==> src/rtl/interp_pkg.sv <==
// Shared widths, derivation helpers and default-configuration payload types for the PWL interpolator.
package interp_pkg;

  localparam int DEF_X_W   = 8;
  localparam int DEF_N_PTS = 8;
  localparam int DEF_W_W   = 12;

  function automatic int seg_w(input int n_pts);
    return $clog2(n_pts);
  endfunction

  function automatic int frac_w(input int x_w, input int n_pts);
    return x_w - $clog2(n_pts);
  endfunction

  localparam int DEF_SEG_W  = seg_w(DEF_N_PTS);
  localparam int DEF_FRAC_W = frac_w(DEF_X_W, DEF_N_PTS);

  typedef logic signed [DEF_W_W-1:0]            weight_t;
  typedef logic signed [DEF_W_W:0]              diff_t;
  typedef logic signed [DEF_W_W+DEF_FRAC_W:0]   prod_t;

  typedef struct packed {
    weight_t                w_lo;
    diff_t                  diff;
    logic [DEF_FRAC_W-1:0]  frac;
  } s1_payload_t;

  typedef struct packed {
    weight_t w_lo;
    prod_t   prod;
  } s2_payload_t;

endpackage

==> src/rtl/interp_weight_rf.sv <==
// Breakpoint register file: one write port, two combinational read ports.
// Reads return the pre-write contents during a write cycle.
module interp_weight_rf
  import interp_pkg::*;
#(
  parameter int N_PTS = DEF_N_PTS,
  parameter int W_W   = DEF_W_W
) (
  input  logic                        clk,
  input  logic                        rst_n,
  input  logic                        wr_en,
  input  logic [seg_w(N_PTS)-1:0]     wr_addr,
  input  logic signed [W_W-1:0]       wr_data,
  input  logic [seg_w(N_PTS)-1:0]     rd_lo_addr,
  input  logic [seg_w(N_PTS)-1:0]     rd_hi_addr,
  output logic signed [W_W-1:0]       rd_lo_data,
  output logic signed [W_W-1:0]       rd_hi_data
);

  localparam int SEG_W = seg_w(N_PTS);

  logic [W_W-1:0] mem_q [N_PTS];
  logic [W_W-1:0] mem_d [N_PTS];

  always_comb begin
    for (int i = 0; i < N_PTS; i++) begin
      mem_d[i] = mem_q[i];
      if (wr_en && (wr_addr == SEG_W'(i))) mem_d[i] = wr_data;
    end
  end

  // rst_n is the legacy active-high asynchronous reset
  always_ff @(posedge clk or posedge rst_n) begin
    if (rst_n) begin
      for (int i = 0; i < N_PTS; i++) mem_q[i] <= '0;
    end else begin
      for (int i = 0; i < N_PTS; i++) mem_q[i] <= mem_d[i];
    end
  end

  assign rd_lo_data = mem_q[rd_lo_addr];
  assign rd_hi_data = mem_q[rd_hi_addr];

endmodule

==> src/rtl/interp_pwl_pipe.sv <==
// Three-stage piecewise-linear interpolator with a global-stall valid/ready pipeline.
// Define INTERP_ROUND_EN to round the fractional step half toward +inf instead of flooring.
module interp_pwl_pipe
  import interp_pkg::*;
#(
  parameter int X_W   = DEF_X_W,
  parameter int N_PTS = DEF_N_PTS,
  parameter int W_W   = DEF_W_W
) (
  input  logic                     clk,
  input  logic                     rst_n,
  input  logic                     wr_en,
  input  logic [seg_w(N_PTS)-1:0]  wr_addr,
  input  logic [W_W-1:0]           wr_data,
  input  logic                     in_valid,
  output logic                     in_ready,
  input  logic [X_W-1:0]           in_x,
  output logic                     out_valid,
  input  logic                     out_ready,
  output logic [W_W-1:0]           out_y
);

  localparam int SEG_W  = seg_w(N_PTS);
  localparam int FRAC_W = frac_w(X_W, N_PTS);
  localparam int DIFF_W = W_W + 1;
  localparam int PROD_W = W_W + 1 + FRAC_W;

  typedef logic signed [W_W-1:0]    w_t;
  typedef logic signed [DIFF_W-1:0] d_t;
  typedef logic signed [PROD_W-1:0] p_t;

  typedef struct packed {
    w_t                w_lo;
    d_t                diff;
    logic [FRAC_W-1:0] frac;
  } s1_t;

  typedef struct packed {
    w_t w_lo;
    p_t prod;
  } s2_t;

  logic             v1_q, v1_d, v2_q, v2_d, v3_q, v3_d;
  s1_t              s1_q, s1_d;
  s2_t              s2_q, s2_d;
  logic [W_W-1:0]   y_q, y_d;

  logic [SEG_W-1:0] idx_lo, idx_hi;
  w_t               w_lo, w_hi;
  logic             adv;
  p_t               diff_x, frac_x, sum;
  logic [W_W-1:0]   step;

  assign idx_lo = in_x[X_W-1 -: SEG_W];
  // last segment is flat: both ends read the final breakpoint
  assign idx_hi = (idx_lo == SEG_W'(N_PTS - 1)) ? idx_lo : idx_lo + SEG_W'(1);

  interp_weight_rf #(.N_PTS(N_PTS), .W_W(W_W)) u_rf (
    .clk        (clk),
    .rst_n      (rst_n),
    .wr_en      (wr_en),
    .wr_addr    (wr_addr),
    .wr_data    (wr_data),
    .rd_lo_addr (idx_lo),
    .rd_hi_addr (idx_hi),
    .rd_lo_data (w_lo),
    .rd_hi_data (w_hi)
  );

  assign adv       = ~v3_q | out_ready;
  assign in_ready  = adv;
  assign out_valid = v3_q;
  assign out_y     = y_q;

  always_comb begin
    v1_d = v1_q;
    v2_d = v2_q;
    v3_d = v3_q;
    s1_d = s1_q;
    s2_d = s2_q;
    y_d  = y_q;

    diff_x = p_t'($signed(s1_q.diff));
    frac_x = p_t'({1'b0, s1_q.frac});
`ifdef INTERP_ROUND_EN
    sum = $signed(s2_q.prod) + (p_t'(1) <<< (FRAC_W - 1));
`else
    sum = $signed(s2_q.prod);
`endif
    step = W_W'(sum >>> FRAC_W);

    if (adv) begin
      v1_d      = in_valid;
      s1_d.w_lo = w_lo;
      s1_d.diff = d_t'(w_hi) - d_t'(w_lo);
      s1_d.frac = in_x[FRAC_W-1:0];

      v2_d      = v1_q;
      s2_d.w_lo = s1_q.w_lo;
      s2_d.prod = diff_x * frac_x;

      v3_d      = v2_q;
      // result always lies between the two breakpoints, so W_W bits suffice
      y_d       = s2_q.w_lo + step;
    end
  end

  always_ff @(posedge clk or posedge rst_n) begin
    if (rst_n) begin
      v1_q <= 1'b0;
      v2_q <= 1'b0;
      v3_q <= 1'b0;
      s1_q <= '0;
      s2_q <= '0;
      y_q  <= '0;
    end else begin
      v1_q <= v1_d;
      v2_q <= v2_d;
      v3_q <= v3_d;
      s1_q <= s1_d;
      s2_q <= s2_d;
      y_q  <= y_d;
    end
  end

endmodule
==> config.mk <==
export PLATFORM = sky130hd
export DESIGN_NAME = interp_pwl_pipe
export DESIGN_NICKNAME = d
export VERILOG_FILES = /design/src/rtl/interp_pkg.sv /design/src/rtl/interp_weight_rf.sv /design/src/rtl/interp_pwl_pipe.sv
export SDC_FILE = /design/constraint.sdc
export NUM_CORES = 1
export LEC_CHECK = 0
export ABC_AREA = 1
export CAP_MARGIN = 30
export CORE_ASPECT_RATIO = 0.9
export CORE_UTILIZATION = 34
export DETAILED_ROUTE_END_ITERATION = 6
export PLACE_DENSITY = 0.49
export SYNTH_ARGS = -nofsm -noshare
export SYNTH_HDL_FRONTEND = slang
export SYNTH_SLANG_ARGS = --single-unit
export TNS_END_PERCENT = 50
==> constraint.sdc <==
create_clock -name clk -period 6.65 [get_ports clk]
set_clock_uncertainty 0.2 [all_clocks]
set_input_delay 1.33 -clock clk [delete_from_list [all_inputs] [get_ports clk]]
set_output_delay 1.33 -clock clk [all_outputs]
set_load 0.005 [all_outputs]
Word-level counts from Yosys, hierarchy flattened
Index checks and enable logic that the tools add are counted.
{"block": "word_totals", "register_bits": 170, "latchBits": 0, "mem_bits_rw": 0, "romBits": 0, "output_inout_bits": 14, "n_memories": 0}
{"block": "op_classes", "n_addsub": 3, "multipliers": 1, "div_mod_pow": 0, "n_lt_le_gt_ge": 2, "eq_ne": 8, "shifts": 0, "muxes": 7, "n_bitwise": 4, "n_reduce_logical": 9}
{"cell": "binary-select mux 12 bit (select 3 bit)", "count": 2}
{"cell": "2-to-1 mux 12 bit", "count": 4}
{"cell": "multiplier 13 x 6 -> 17 bit", "count": 1}
{"cell": "== test 3 bit, second input constant", "count": 5}
{"cell": "subtractor 12 x 12 -> 13 bit", "count": 1}
{"cell": "adder 12 bit", "count": 1}
{"cell": "greater-or-equal comparator 4 bit, second input constant", "count": 2}
{"cell": "logical AND 1 bit", "count": 8}
{"cell": "NOT 3 -> 4 bit", "count": 2}
{"cell": "== test 3 x 2 -> 1 bit, second input constant", "count": 2}
{"cell": "adder 3 x 1 -> 3 bit, second input constant", "count": 1}
{"cell": "== test 3 x 1 -> 1 bit, second input constant", "count": 1}
{"cell": "logical NOT 3 bit", "count": 1}
{"cell": "2-to-1 mux 3 bit", "count": 1}
{"cell": "NOT 1 bit", "count": 1}
{"cell": "OR 1 bit", "count": 1}

Logic depth before layout (Yosys ltp)
{"block": "depth", "ltp_word": 7, "mapped_depth": 22, "ltp_nobuf": 21}

Cells and area by module
A second synthesis with hierarchy kept.
{"block": "unflattened", "cells_unflattened": 1749, "hier_area_um2": 11812.6}
{"mod": "interp_pwl_pipe", "instances": 1, "cells_per_inst": 871, "area_per_inst_um2": 6169.7, "seq_area_each_um2": 1726.7}
{"mod": "interp_weight_rf", "instances": 1, "cells_per_inst": 878, "area_per_inst_um2": 5642.9, "seq_area_each_um2": 2402.3}

Worst setup path after synthesis
Ideal clock, no wire load.
{"block": "synth_timing", "kind": "input-to-reg", "startpoint": "in in_x[5]", "endpoint": "reg s1_q (netlist bit diff_x[10])", "setup_ps": 118, "arrival_time_ps": 3565, "setup_slack_ps": 2767, "path_stages": 20, "path_buffers": 2, "cell_sequence": "ha_1 -> nand2_2 -> nand2_1 -> nand2_2 -> buf_6 -> buf_2 -> o211ai_1 -> nand3_1 -> o21ai_1 -> ha_1 -> inv_1 -> fa_1 -> nand3_1 -> nand3_1 -> nand2_1 -> nand2_1 -> nand3_1 -> nand3_1 -> nand3_1 -> nand2_1"}
{"block": "synth_between", "elab_chain_len": 7}
{"item": "start, declared", "line": "interp_pwl_pipe.sv:17", "rtl": "input logic [X_W-1:0] in_x,"}
{"item": "adder 3 x 1 -> 3 bit / == test 3 bit (equally long branches)", "line": "interp_pwl_pipe.sv:56", "rtl": "assign idx_hi = (idx_lo == SEG_W'(N_PTS - 1)) ? idx_lo : idx_lo + SEG_W'(1);"}
{"item": "2-to-1 mux 3 bit", "line": "interp_pwl_pipe.sv:56"}
{"item": "NOT 3 -> 4 bit (not written as such)", "line": "interp_weight_rf.sv:42", "rtl": "assign rd_hi_data = mem_q[rd_hi_addr];"}
{"item": "binary-select mux 12 bit (select 3 bit)", "line": "interp_weight_rf.sv:42"}
{"item": "2-to-1 mux 12 bit (not written as such) (2 in a row)", "line": "interp_weight_rf.sv:42"}
{"item": "subtractor 12 x 12 -> 13 bit *", "line": "interp_pwl_pipe.sv:95", "rtl": "s1_d.diff = d_t'(w_hi) - d_t'(w_lo);"}
{"item": "end signal, assigned", "line": "interp_pwl_pipe.sv:113", "rtl": "s1_q <= '0;"}
{"item": "end signal, assigned", "line": "interp_pwl_pipe.sv:120", "rtl": "s1_q <= s1_d;"}
{"item": "end, declared", "line": "interp_pwl_pipe.sv:44", "rtl": "s1_t s1_q, s1_d;"}
Mark *: on every way between the ends. The rest lies on a longest branch, timed or not. The select of a mux whose other input is x is not followed.
A chain may end at the register's enable or synchronous reset.

Worst setup path in the final report
{"block": "layout_timing", "startpoint": "in in_x[7]", "endpoint": "reg s1_q (netlist bit diff_x[10])"}
The elaborated chain is that of the path after synthesis.

==> impl_metrics.yaml <==
yosys:
  netlist_top_cells_area: "sky130_fd_sc_hd__dfrtp_1 36%, sky130_fd_sc_hd__nand2_1 17%, sky130_fd_sc_hd__inv_1 8.3%"
  yosys.area.top_type_share_pct: 36.5
  synth_compound_gate_area_share_pct: 14.5
  synth_area_per_cell_um2: 7.12
  synth-warning-count: 0
  synth-main-ff-cell: "sky130_fd_sc_hd__dfrtp_1"
  synth_async_sr_flop_share_pct: 100
  main_combinational_cell_family_by_area_after_synthesis: "simple AND/OR/NAND/NOR gates"
  synth_cell_types: 36
  synthMostInstantiatedCell: "sky130_fd_sc_hd__nand2_1"
  number_of_cells_produced_by_synthesis: 1589
  synth.ff_latch_count: 165
  synth.top_cells.by_count: "502 x sky130_fd_sc_hd__nand2_1, 249 x sky130_fd_sc_hd__inv_1, 165 x sky130_fd_sc_hd__dfrtp_1, 152 x sky130_fd_sc_hd__o21ai_0, 99 x sky130_fd_sc_hd__nand3_1"
  synth_edf_count: 0
  postSynthNetCount: 1706
  synth_adder_area_share_pct: 12.4
  yosys.area_share.xor_xnor_pct: 0.696
  synth_area_um2: 11300
  synth_seq_area_share_pct: 36.5
  cell_type_with_the_highest_aggregate_area_in_the_netlist: "sky130_fd_sc_hd__dfrtp_1"
  multiplexer_area_fraction_after_synthesis_pct: 0
  yosys.area_share.simple_pct: 24.9
worst_setup_path:
  critPathArrivalTime_ns: 5.07
  setup.worst_path.end_class: "flip-flop"
  timing.critical_path.fanout_max: 39
  critical_path_class: "in2reg"
  cp_cell_sequence: "clkdlybuf4s50_1 > nand2_2 > nand2_1 > nand2_2 > inv_2 > nand2_1 > o211ai_1 > nand3_1 > o21ai_1 > ha_1 > inv_1 > fa_1 > nand3_1 > nand3_1 > nand2_1 > nand2_1 > nand3_1 > nand3_1 > nand3_1 > nand2_1"
  worst-path-buf-inv: 3
  worst_path_most_repeated_cell: "sky130_fd_sc_hd__nand3_1"
  crit_path_top_delay_cell: "sky130_fd_sc_hd__clkdlybuf4s50_1"
  worst_setup_path_start_kind: "primary input"
  critical_path_data_required_time_ns: 6.79
  critical-path-max-stage-delay_ns: 0.68
  timing.critical_path.max_delay_family: "simple AND/OR/NAND/NOR gates"
final_layout:
  drive_above_1_share_pct: 3.91
  filler_cell_count: 3525
  number_of_antenna_repair_diodes: 0
  design_area_um2: 12700
  flow.area_growth_from_synthesis_pct: 12.2
  design.final.nets: 1714
placed_design:
  place_ws_ns: 1.25
  hpwlAfterDp_mm: 22.6
  dpl_cell_area_um2: 12100
  portBuffers: 41
  routabilityCongestion: 0.858
sta:
  achievable-frequency_mhz: 203
  timing.final.ws_setup_ns: 1.72
  fin_worst_hold_slack_ns: 0.270
  timing.final.crit_period_ns: 4.93
  finalSetupTns_ns: 0
  worst_slew_margin_rel_pct: 33.3
  final-max-slew-violation-count: 0
  hold_viol_final: 0
  setup_viol: 0
  transition_at_the_pin_with_the_smallest_max_transition_slack_ns: 0.998
  min_period_over_period_pct: 74.2
  rsz0062_at_grt: "false"
outcome:
  outcome: "complete, no violations"
floorplanning:
  die_outline_width_um: 194
  floorplan.initialDensity_pct: 34.4
  num_io_pins: 42
  die_height_um: 175
  floorplan.rows: 63
  coreArea_um2: 32900
  die_area_um2: 34000
routing:
  finalWirelength_mm: 32.2
  wl_per_cell_um: 15.8
  detailedRoute.firstPassIterationCount: 7
  dr.first_iter.drc_count: 706
  vias_per_cell: 4.91
  detail_route.drc_violations: 0
  via_count: 9987
  postRouteAntennaNets: 0
cts:
  cts_max_level: 4
  cts_hold_buf: 0
  cts_post_setup_buffers_inserted: 0
  cts.reportedPaths.clkPinSlew_ns: 0.07
  cts-root-to-sink-buffers: 2
  total_cts_buffers: 17
  post_cts_resized: 0
  root_buffer: "sky130_fd_sc_hd__clkbuf_16"
  clock_tree_from_tritoncts: "built"
  clock_latency_ns: 0.45
  clock_sink_count: 165
global_routing:
  grt_pass1_vias: 9905
  grt-ovfl-total: 0
  grt_first_pass_wirelength_mm: 53.3
  antenna_found_initial: 0
  grt_max_degree: 81
  grt_overall_usage_pct: 20.0
pwr:
  total_power_mw: 6.36
  total_leakage_power_nw: 6.68
  switchingPower_mw: 3.07
  power.share.clock_pct: 16.4
  power.density_cell_area_nw_per_um2: 500
  vdd_ir_drop_max_uv: 202
  internal_power_mw: 3.28
  seq_power_share_pct: 25.1
  power_switching_share_pct: 48.3
  combinational_power_share_pct: 58.4
flow_run:
  maxCapViolCount: 0
min_path:
  timing.hold.worst.class: "reg2reg"
==> routing by layer <==
| layer | GRT usage, % | vias up | wire, um |
|---|---|---|---|
| met2 | 32.6 | 192 | 14700 |
| met1 | 27.0 | 4712 | 15800 |
| li1 | - | 5043 | - |
| met4 | 6.32 | 0 | 654 |
| met3 | 3.18 | 40 | 1050 |
| met5 | 0 | - | 0 |
==> stage by stage <==
step / instances / util, %
2_1_floorplan: 1589 / -
5_1_grt: 2032 / 38.7
6_report: 2032 / 38.7
4_1_cts: 2032 / 38.7
3_3_place_gp: 1997 / 36.7
3_5_place_dp: 2000 / 36.8
==> cells by family (layout without fill, tap and decap cells) <==
family,after synthesis,after routing
simple gates,697,697
compound gates,307,307
buf+inv,322,343
flops,165,165
fa+ha+maj,89,89
xor+xnor,9,9
==> power groups by stage <==
stage | registers [mW] | logic, mW | clock network, mW
2_1_floorplan | 1.50 | 2.83 | 0
3_3_place_gp | 1.61 | 3.74 | 0
3_5_place_dp | 1.62 | 3.76 | 0
4_1_cts | 1.60 | 3.79 | 1.07
5_1_grt | 1.64 | 4.35 | 1.10
6_report | 1.60 | 3.72 | 1.05
==> state kept, by name, summed over array words and instances (netlist names) <==
name / flops
u_rf.mem_q: 96
diff_x: 13
out_y: 12
s1_q: 12
s2_q: 12
sum: 12
frac_x: 5
out_valid: 1
v1_q: 1
v2_q: 1
==> worst register-to-register path, stage by stage, from the launching register on <==
cell and delay [ns]:
sky130_fd_sc_hd__dfrtp_1 0.67, sky130_fd_sc_hd__nand2_1 0.20, sky130_fd_sc_hd__inv_1 0.14, sky130_fd_sc_hd__fa_1 0.44, sky130_fd_sc_hd__inv_1 0.16, sky130_fd_sc_hd__fa_1 0.44, sky130_fd_sc_hd__fa_1 0.55, sky130_fd_sc_hd__inv_1 0.04
sky130_fd_sc_hd__ha_1 0.36, sky130_fd_sc_hd__inv_1 0.10, sky130_fd_sc_hd__nor3_1 0.29, sky130_fd_sc_hd__and2_1 0.18, sky130_fd_sc_hd__nand2_1 0.07, sky130_fd_sc_hd__nand2_1 0.07, sky130_fd_sc_hd__nand2_1 0.06, sky130_fd_sc_hd__nand3_1 0.08
sky130_fd_sc_hd__nand2_1 0.07
==> cells in the final DEF (no fill, tap or decap), types with 17 or more instances in the layout <==
cell type	instances
sky130_fd_sc_hd__nand2_1	502
sky130_fd_sc_hd__inv_1	247
sky130_fd_sc_hd__dfrtp_1	165
sky130_fd_sc_hd__o21ai_0	152
sky130_fd_sc_hd__nand3_1	99
sky130_fd_sc_hd__a21oi_1	67
sky130_fd_sc_hd__nor2_1	66
sky130_fd_sc_hd__ha_1	51
sky130_fd_sc_hd__o21ai_1	45
sky130_fd_sc_hd__clkdlybuf4s50_1	40
sky130_fd_sc_hd__fa_1	38
sky130_fd_sc_hd__o211ai_1	22
sky130_fd_sc_hd__clkbuf_16	17
==> worst paths after layout <==
check                                       from                    endpoint  slack, ns  depth (start not counted)
setup / recovery                         in_x[7]      diff_x[10]$_DFFE_PP0P_       1.72                         20
hold / removal                  v2_q$_DFFE_PP0P_       out_valid$_DFFE_PP0P_       0.27                          1
setup reg to reg           frac_x[0]$_DFFE_PP0P_         sum[16]$_DFFE_PP0P_       2.42                         16
hold reg to reg                 v2_q$_DFFE_PP0P_       out_valid$_DFFE_PP0P_       0.27                          1
max in group asynchronous                  rst_n  u_rf.mem_q[91]$_DFFE_PP0P_       3.73                          3
min in group asynchronous                  rst_n  u_rf.mem_q[10]$_DFFE_PP0P_       1.13                          2
==> final cells by class <==
type | instances | area [um^2] | share of cell area [%]
Timing Repair Buffer | 56 | 553 | 4.35
Inverter | 255 | 962 | 7.57
Multi-Input combinational cell | 1102 | 5940 | 46.7
Clock buffer | 18 | 429 | 3.38
Clock inverter | 14 | 166 | 1.31
Sequential cell | 165 | 4130 | 32.5
Tap cell | 422 | 528 | 4.16
No activity file was read; power rests on OpenSTA's default activity.
